--- config.mk ---
export PLATFORM = sky130hd
export DESIGN_NAME = inst_fetch_queue
export DESIGN_NICKNAME = d
export VERILOG_FILES = /design/src/rtl/inst_fetch_queue.sv
export SDC_FILE = /design/constraint.sdc
export NUM_CORES = 1
export LEC_CHECK = 0
export CAP_MARGIN = 15
export CORE_AREA = 5 5 154 156
export CTS_CLUSTER_DIAMETER = 50
export DETAILED_ROUTE_END_ITERATION = 12
export DIE_AREA = 0 0 159 161
export PLACE_DENSITY = 0.78
export SYNTH_ARGS = -nofsm -noshare
export SYNTH_HDL_FRONTEND = slang
export SYNTH_SLANG_ARGS = --single-unit
--- constraint.sdc ---
create_clock -name clock -period 6.1 [get_ports clock]
set_clock_uncertainty 0.2 [all_clocks]
set_input_delay 1.83 -clock clock [delete_from_list [all_inputs] [get_ports clock]]
set_output_delay 1.83 -clock clock [all_outputs]
set_load 0.05 [all_outputs]
--- src/rtl/inst_fetch_queue.sv ---
// rtl/inst_fetch_queue.sv - instruction fetch unit feeding an in-order issue FIFO
//
// Fetches 16-bit words from a small writable program memory and queues them
// for issue to a reservation station. JMP redirects the PC without queueing,
// HALT stops fetching. The FIFO drains in any state.
//
// Ports:
//   clock       in   1   single clock, all state changes on posedge
//   Reset       in   1   synchronous active-high reset
//   Run         in   1   start request (IDLE->FETCH) / re-arm (HALTED->IDLE)
//   progWe      in   1   program memory write enable
//   progAddr    in   4   program memory write address
//   progData    in  16   program memory write data
//   disponivel  in   1   reservation station free; pops the head when valid
//   issueValid  out  1   FIFO non-empty
//   issueInst   out 16   FIFO head word, zero when empty
//   count       out  3   FIFO occupancy 0..DEPTH
//   halted      out  1   high while fetch is stopped on HALT

module inst_fetch_queue #(
  parameter int DEPTH      = 4,
  parameter int PROG_WORDS = 16
) (
  input  logic        clock,
  input  logic        Reset,
  input  logic        Run,
  input  logic        progWe,
  input  logic [3:0]  progAddr,
  input  logic [15:0] progData,
  input  logic        disponivel,
  output logic        issueValid,
  output logic [15:0] issueInst,
  output logic [2:0]  count,
  output logic        halted
);

  localparam int                PTR_W    = (DEPTH > 1) ? $clog2(DEPTH) : 1;
  localparam logic [2:0]        DEPTH_C  = 3'(DEPTH);
  localparam logic [PTR_W-1:0]  PTR_LAST = PTR_W'(DEPTH - 1);

  localparam logic [3:0] OP_JMP  = 4'b0101;
  localparam logic [3:0] OP_HALT = 4'b1111;

  typedef enum logic [1:0] {
    S_IDLE   = 2'd0,
    S_FETCH  = 2'd1,
    S_HALTED = 2'd2
  } state_e;

  logic [15:0] prog_mem [PROG_WORDS];
  logic [15:0] fifo_mem [DEPTH];

  state_e           state_q, state_d;
  logic [3:0]       pc_q, pc_d;
  logic [PTR_W-1:0] rd_ptr_q, rd_ptr_d;
  logic [PTR_W-1:0] wr_ptr_q, wr_ptr_d;
  logic [2:0]       count_q, count_d;

  logic [15:0] fetch_word;
  logic [3:0]  opcode;
  logic [3:0]  jmp_target;
  logic        enq;
  logic        pop;

  function automatic logic [PTR_W-1:0] ptr_inc(input logic [PTR_W-1:0] p);
    return (p == PTR_LAST) ? '0 : p + 1'b1;
  endfunction

  // Combinational read: the fetched word is acted on in the same cycle, and a
  // concurrent program write to the same address is only seen next cycle.
  assign fetch_word = prog_mem[pc_q];
  assign opcode     = fetch_word[3:0];
  assign jmp_target = fetch_word[13:10];

  assign pop = disponivel && (count_q != 3'd0);

  always_comb begin
    state_d = state_q;
    pc_d    = pc_q;
    enq     = 1'b0;

    case (state_q)
      S_IDLE: begin
        if (Run) begin
          state_d = S_FETCH;
          pc_d    = 4'd0;
        end
      end

      S_FETCH: begin
        // Fullness is judged on the cycle-start count, so a pop in the same
        // cycle does not let a fetch slip in; the PC simply holds.
        if (count_q < DEPTH_C) begin
          case (opcode)
            OP_JMP:  pc_d    = jmp_target;
            OP_HALT: state_d = S_HALTED;
            default: begin
              enq  = 1'b1;
              pc_d = pc_q + 4'd1;
            end
          endcase
        end
      end

      S_HALTED: begin
        // PC is left alone here; it is cleared on the next IDLE->FETCH.
        if (Run) state_d = S_IDLE;
      end

      default: state_d = S_IDLE;
    endcase
  end

  always_comb begin
    wr_ptr_d = enq ? ptr_inc(wr_ptr_q) : wr_ptr_q;
    rd_ptr_d = pop ? ptr_inc(rd_ptr_q) : rd_ptr_q;
    case ({enq, pop})
      2'b10:   count_d = count_q + 3'd1;
      2'b01:   count_d = count_q - 3'd1;
      default: count_d = count_q;
    endcase
  end

  always_ff @(posedge clock) begin
    if (Reset) begin
      state_q  <= S_IDLE;
      pc_q     <= 4'd0;
      rd_ptr_q <= '0;
      wr_ptr_q <= '0;
      count_q  <= 3'd0;
    end else begin
      state_q  <= state_d;
      pc_q     <= pc_d;
      rd_ptr_q <= rd_ptr_d;
      wr_ptr_q <= wr_ptr_d;
      count_q  <= count_d;
    end
  end

  // Storage arrays carry no reset; program memory must survive Reset.
  always_ff @(posedge clock) begin
    if (enq && !Reset) fifo_mem[wr_ptr_q] <= fetch_word;
  end

  always_ff @(posedge clock) begin
    if (progWe && !Reset) prog_mem[progAddr] <= progData;
  end

  assign issueValid = (count_q != 3'd0);
  assign issueInst  = issueValid ? fifo_mem[rd_ptr_q] : 16'h0000;
  assign count      = count_q;
  assign halted     = (state_q == S_HALTED);

endmodule

Word level (Yosys, flattened, before mapping)
Memory sizes are Yosys's and may differ from the RTL's. A register that Yosys moved wholly into a read port is not among the register bits.
Index checks and enable logic that the tools add are counted.
{ "totals": {"mem_bits_rw": 320, "memories": 2, "output_inout_bits": 21, "ff_bits": 13} }
{ "classes": {"n_eq_ne": 13, "addsub": 5, "n_reduce_logical": 11, "muxes": 24, "n_lt_le_gt_ge": 1} }
{ "memory_table": {"columns": ["name", "words", "word_bits", "read_ports", "rd_ports_with_merged_regs", "write_ports", "line_no", "rtl"], "rows": [
  ["prog_mem", 16, 16, 1, 1, 1, "50", "logic [15:0] prog_mem [PROG_WORDS];"],
  ["fifo_mem", 4, 16, 1, 1, 1, "51", "logic [15:0] fifo_mem [DEPTH];"]
]} }
{ "ops": {"columns": ["cell", "n"], "rows": [
  ["two-way mux 16 bit", 1],
  ["two-way mux 2 bit", 8],
  ["two-way mux 4 bit", 4],
  ["case mux 4 bit (2 select lines)", 2],
  ["!= test 2 bit (second input constant)", 5],
  ["== test 2 bit (second input constant)", 4],
  ["AND reduction 4 bit", 2],
  ["two-way mux 1 bit", 7],
  ["case mux 2 bit (3 select lines)", 1],
  ["case mux 3 bit (2 select lines)", 1],
  ["adder 2 x 1 -> 2 bit (second input constant)", 2],
  ["adder 4 x 1 -> 4 bit (second input constant)", 1],
  ["== test 2 x 1 -> 1 bit (second input constant)", 2],
  ["== test 4 x 3 -> 1 bit (second input constant)", 1],
  ["== test 4 bit (second input constant)", 1],
  ["nonzero test 2 bit", 2],
  ["adder 3 x 1 -> 3 bit (second input constant)", 1],
  ["logical AND 1 bit", 3],
  ["< comparator 3 bit (second input constant)", 1],
  ["nonzero test 3 bit", 1],
  ["subtractor 3 x 1 -> 3 bit (second input constant)", 1],
  ["zero test 2 bit", 1],
  ["OR reduction 2 bit", 1],
  ["zero test 1 bit", 1]
]} }

Logic depth before layout (Yosys ltp)
Gate-level depths: netlist of the first run.
{ "logic_depth": {"depth_word": 8, "depth_mapped": 13} }

Worst setup path after synthesis of the first run
Ideal clock, no wire load.
{ "synth_timing": {"path_type": "input to register", "from": "in Reset", "to": "mem prog_mem[8][0], enable pin", "stages": 3, "path_slack_ps": 1867, "setup_ps": 409, "n_path_buf": 0, "arrival_ps": 3624, "cell_sequence": "nand2b_1 > or3b_2 > nor3_1"} }
{ "synth_via": {"elab_chain_cells": 4} }
{ "synth_rtl": {"columns": ["item", "line_no", "rtl"], "rows": [
  ["start: declaration", "25", "input logic Reset,"],
  ["zero test 1 bit", "146", "if (progWe && !Reset) prog_mem[progAddr] <= progData;"],
  ["logical AND 1 bit", "146", null],
  ["two-way mux 1 bit", "146", null],
  ["two-way mux 1 bit (implied by the code)", "146", null],
  ["end: declaration", "50", null]
]} }
No other way between the ends.

==> impl_metrics.yaml, run 1 <==
worst_setup_path:
  ff2ff_setup_slack_ns: 1.83
  critPathTopFamily: "flip-flops"
  cp.arrival_ns: 2.61
  worstPathCellList: "mux4_2 > and2_1 > clkdlybuf4s50_1"
  crit_path_max_fanout: 16
  cpMaxStageDelayCell: "dfxtp_1"
  cp_slowest_stage_delay_ns: 0.81
  crit_type: "flop to output port"
  crit_required_ns: 4.07
  r2r_cells: 8
  r2r-end: "fifo_mem[3][7]"
  crit_buf_inv: 1
  critPathCaptureType: "output port"
  start_kind: "flop"
detailed_routing:
  avgRoutedWirePerCell_um: 26.67
  drtIter0Drc: 605
  drc: 0
  vias: 6247
  dr.pass1.iters: 5
  viasPerCell: 6.316
  drt_wl_total_um: 26380
  antenna_left: 0
clock_tree:
  numCtsBuffers: 35
  clk_pin_slew_worst_paths_ns: 0.06
  cts-hold-fix-buffers: 0
  htreeDepth: 2
  clkLatencyLatePin_ns: 0.51
  cts.path.max_buffers: 3
  post_cts_buffers: 0
  cts.sinks: 339
  cts.repair.resized: 0
  cts_tree: "built"
  cts_root_buf: "clkbuf_16"
power_and_ir_drop:
  power.leakage_uw: 0.004723
  ir_drop_mv: 0.2231
  p_per_area_nw_per_um2: 370.8
placement:
  dp_slack_ns: 1.543
  post-dp-hpwl_um: 14870
  dpl.cell_count: 924
  portBuffers: 45
  globalplace.congestion: 0.8105
logic_synthesis:
  syn_area_um2: 13100
  ys_ff_latch: 339
  syn_area_per_cell_um2: 21.80
  synth_fp_nets: 634
  synth.top_cell.area_share: 0.7336
  ys_types: 42
  ys_seq_area_frac: 0.7626
  synth_cells: 601
  yosysTopAreaCell: "edfxtp_1"
  synthTopCellsByArea: "edfxtp_1 73%, mux4_2 16%, dfxtp_1 2.9%"
  yosysWarningCount: 0
timing:
  setup_viol: 0
  clock.fmax_mhz: 215.3
  setup_ws_ns: 1.456
  rsz0062_at_grt: "no"
  final.min_clock_period_ns: 4.644
  min_period_over_period: 0.7614
  finalHoldViolations: 0
  slew_violations: 0
  tns_ns: 0
  slew_headroom: 0.2262
  max_slew.worst_pin.slew_ns: 1.159
final_layout:
  fin_cells: 989
  fillerInstances: 1353
  final_layout_size_suffix_gt1_frac: 0.2528
  area_delta_synth_final_pct: 15.33
  diodes: 0
  fin_nets: 710
floorplanning:
  rows: 55
  num_io_pins: 46
  die_h_um: 161
  die_w_um: 159
  core_um2: 22230
  start_util: 0.5893
  dieArea_um2: 25600
global_routing:
  grt_usage: 0.2094
  grt_max_degree: 62
  grt_overflow: 0
  grt_pass1_wl_um: 40280
  antenna_found_initial: 0
  grt_pass1_vias: 6498
min_path:
  holdPathStages: 2
  hold_path.startpoint: "pc_q[3]"
  hold_class: "flop to flop"
run_status:
  status: "finished clean"
flow_run:
  drv_cap: 0
worst max path at each step:
stage	startpoint	end	slack (ns)	cells past startpoint
finish	flop	issueInst[13]	1.46	3
global route	flop	issueInst[13]	1.33	3
CTS	flop	issueInst[13]	0.97	3
detailed placement	flop	issueInst[13]	1.54	3
global placement	flop	issueInst[7]	1.57	3
floorplan	Reset	prog_mem[8][0]	1.87	3
metrics by stage:
stage | instance area, µm² | hold WS, ns | utilization | total power [µW]
floorplan | 13100 | 0.2736 | - | 3284
global route | 15110 | 0.3444 | 0.6797 | 5821
global placement | 13940 | 0.2890 | 0.6271 | 3518
finish | 15110 | 0.3134 | 0.6797 | 5602
detailed placement | 13940 | 0.2997 | 0.6271 | 3545
CTS | 15080 | 0.3116 | 0.6784 | 5634
power by group:
group	total, µW	switching [µW]	internal, µW
clock	2090	846	1250
combinational	840	496	344
sequential	2670	60.0	2610
total	5600	1400	4200
cell type report:
| class | instances | area (µm²) | area share |
|---|---|---|---|
| clock inverter | 18 | 180.2 | 0.01193 |
| timing repair buffer | 65 | 620.6 | 0.04108 |
| sequential | 339 | 9997 | 0.6618 |
| tap | 285 | 356.6 | 0.02360 |
| multi-input combinational | 228 | 2963 | 0.1961 |
| inverter | 8 | 30.03 | 0.001988 |
| clock buffer | 46 | 959.7 | 0.06352 |
synthesized netlist by cell type, drive strengths merged:
master / instances
a211o: 1
a211oi: 1
a21boi: 1
a21oi: 6
a22oi: 5
a31oi: 1
and2: 20
buf: 16
clkbuf: 10
dfxtp: 19
edfxtp: 320
fa: 1
ha: 7
inv: 8
mux2: 3
mux2i: 2
mux4: 92
nand2: 10
nand2b: 4
nand3: 14
nand4: 1
nand4b: 2
nand4bb: 1
nor2: 27
nor2b: 6
nor3: 7
o21ai: 4
or2: 1
or3: 5
or3b: 2
xor2: 4
flip-flops by register name, indices dropped and copies added (netlist names), named ones only:
name and count:
rd_ptr_q 2, count 3, state_q 2, prog_mem 256
wr_ptr_q 2, fifo_mem 64, pc_q 4
cells in the final DEF (no fill, tap or decap), types with 3 or more instances in the layout:
cell / count
edfxtp_1: 320
mux4_2: 91
clkdlybuf4s50_1: 45
clkbuf_16: 37
nor2_1: 27
and2_1: 20
buf_4: 19
dfxtp_1: 17
nand3_1: 12
nand2_1: 9
clkbuf_1: 9
inv_1: 8
ha_1: 7
clkinv_2: 7
nor2b_1: 6
a21oi_1: 6
or3_1: 5
nor3_2: 5
clkinv_1: 5
a22oi_1: 4
nand2b_1: 4
xor2_1: 4
bufinv_16: 3
kinds of logic (layout without fill, tap and decap cells):
kind of cell             Yosys count  after routing  synth area share
multiplexers                      97             97            0.1626
AO/OA/AOI/OAI                     19             19          0.009648
AND/OR/NAND/NOR                  100            100           0.04155
XOR/XNOR                           4              4          0.002674
adder cells (fa/ha/maj)            8              8          0.008214
flip-flops                       339            339            0.7626
buffers and inverters             34            137           0.01270
worst min-delay path, cell delays in order (launching register included):
cell	delay (ns)
dfxtp_1	0.32
nand3_1	0.06
a21oi_1	0.07
per-layer routing:
metal  global-route usage  vias up  share of wire
li1                     -     2632              -
met1               0.2938     3254           0.39
met2               0.3386      303           0.51
met3              0.04644       58          0.077
met4              0.06243        0          0.026
met5                    0        -              0
No activity file was read; power rests on OpenSTA's default activity.
==> run 2, diff against run 1 <==
==> constraint.sdc (replaced) <==
create_clock -name clock -period 4.3 [get_ports clock]
set_clock_uncertainty 0.2 [all_clocks]
set_input_delay 1.29 -clock clock [delete_from_list [all_inputs] [get_ports clock]]
set_output_delay 1.29 -clock clock [all_outputs]
set_load 0.05 [all_outputs]
==> impl_metrics.yaml, run 2 (same netlist as run 1, synthesis figures left out) <==
clock_tree:
  post_cts_buffers: 0
  clkLatencyLatePin_ns: 0.50
  cts.repair.resized: 0
  cts-hold-fix-buffers: 0
  htreeDepth: 2
  clk_pin_slew_worst_paths_ns: 0.06
  cts_root_buf: "clkbuf_16"
  numCtsBuffers: 34
  cts.path.max_buffers: 3
  cts_tree: "built"
  cts.sinks: 339
final_layout:
  largest_register_ffs: 256
  final_common_cell: "edfxtp_1"
  final_core_util: 0.6800
  area_delta_synth_final_pct: 15.39
  regMostFlops: "prog_mem"
  final_layout_size_suffix_gt1_frac: 0.2595
  layout_common_cells: "320 x edfxtp_1, 91 x mux4_2, 45 x clkdlybuf4s50_1"
  largestRegisters: "prog_mem (256), fifo_mem (64), pc_q (4)"
  diodes: 0
  fin_nets: 721
floorplanning:
  start_util: 0.5893
  die_w_um: 159
  dieArea_um2: 25600
  num_io_pins: 46
  core_um2: 22230
  rows: 55
  die_h_um: 161
timing:
  finalHoldViolations: 0
  slew_violations: 0
  tns_ns: 0
  min_period_over_period: 0.9373
  slew_headroom: 0.4249
  max_slew.worst_pin.slew_ns: 0.8614
  setup_ws_ns: 0.2698
  final.min_clock_period_ns: 4.030
  clock.fmax_mhz: 248.1
  setup_viol: 0
  rsz0062_at_grt: "no"
worst_setup_path:
  worstPathCellList: "buf_4 > mux4_2 > and2_1 > clkdlybuf4s50_1"
  cpMaxStageDelayCell: "clkdlybuf4s50_1"
  cp.arrival_ns: 2.54
  crit_required_ns: 2.81
  ff2ff_setup_slack_ns: 0.62
  crit_buf_inv: 2
  start_kind: "flop"
  critPathTopFamily: "buffers and inverters"
  cp_slowest_stage_delay_ns: 0.71
  r2r-end: "count[2]"
  critPathCaptureType: "output port"
  crit_type: "flop to output port"
  crit_path_max_fanout: 16
  r2r_cells: 11
power_and_ir_drop:
  power.share.switching: 0.2455
  ir_drop_mv: 0.3556
  comb_power_share: 0.154
  power_frac_clock: 0.366
  power_frac_seq: 0.479
  p_total_uw: 7832
  p_per_area_nw_per_um2: 518.2
  power.leakage_uw: 0.004751
  power_switching_uw: 1923
  internal-power_uw: 5909
global_routing:
  grt_pass1_wl_um: 40300
  grt_pass1_vias: 6614
  antenna_found_initial: 0
  grt_max_degree: 24
  grt_overflow: 0
  grt_usage: 0.2092
detailed_routing:
  antenna_left: 0
  drtIter0Drc: 589
  dr.pass1.iters: 5
  avgRoutedWirePerCell_um: 26.64
  drt_wl_total_um: 26480
  viasPerCell: 6.326
  vias: 6288
  drc: 0
placement:
  dp_slack_ns: 0.6378
  globalplace.congestion: 0.7465
  portBuffers: 45
  post-dp-hpwl_um: 15160
run_status:
  status: "finished clean"
min_path:
  hold_class: "flop to flop"
  holdPathStages: 2
  hold_path.startpoint: "pc_q[3]"
flow_run:
  drv_cap: 0
## run 2: area by class of cell
| cell class | count | area, µm² |
|---|---|---|
| clock buffers | 43 | 905.9 |
| clock inverters | 14 | 173.9 |
| fillers | 1324 | 7113 |
| inverters | 8 | 30.03 |
| multi-input cells | 228 | 2963 |
| flip-flops and latches | 339 | 9995 |
| well taps | 285 | 356.6 |
| repair buffers | 77 | 690.7 |
## run 2: worst max-delay path by stage
stage | from | endpoint | slack, ns | cells after the start
after floorplan | Reset | prog_mem[8][0] | 0.61 | 3
after global placement | flop | issueInst[7] | 0.78 | 4
after detailed placement | flop | count[2] | 0.64 | 11
after CTS | flop | issueInst[3] | 0.22 | 4
after global routing | flop | issueInst[3] | 0.13 | 4
final | flop | issueInst[7] | 0.27 | 4
## run 2: power by group through the flow
| stage | registers [µW] | clock network (µW) | logic (µW) |
|---|---|---|---|
| after floorplan | 3830 | 0 | 826 |
| after global placement | 3810 | 0 | 1190 |
| after detailed placement | 3820 | 0 | 1210 |
| after CTS | 3750 | 2920 | 1220 |
| after global routing | 3760 | 3070 | 1290 |
| final | 3750 | 2870 | 1210 |
## run 2: worst reg2reg max path, cell delays in order (launching register included)
cell	delay, ns
dfxtp_4	0.58
mux4_1	0.63
a22oi_1	0.17
nand3_1	0.24
xor2_1	0.22
o21ai_2	0.28
ha_1	0.24
inv_1	0.06
fa_1	0.38
xor2_1	0.16
or3_1	0.31
a21oi_1	0.15
## run 2: routing by layer
layer  track usage  share of wire
met4       0.05467          0.021
met3       0.03904          0.080
met1        0.2845           0.38
met2        0.3567           0.52
met5             0              0
## run 2: stage by stage
step	instance area (µm²)	hold WS [ns]	std cells
after floorplan	13100	0.2736	601
after CTS	15110	0.3087	994
after global placement	14030	0.2869	937
after global routing	15110	0.3406	994
final	15110	0.3055	994
after detailed placement	14030	0.2946	937
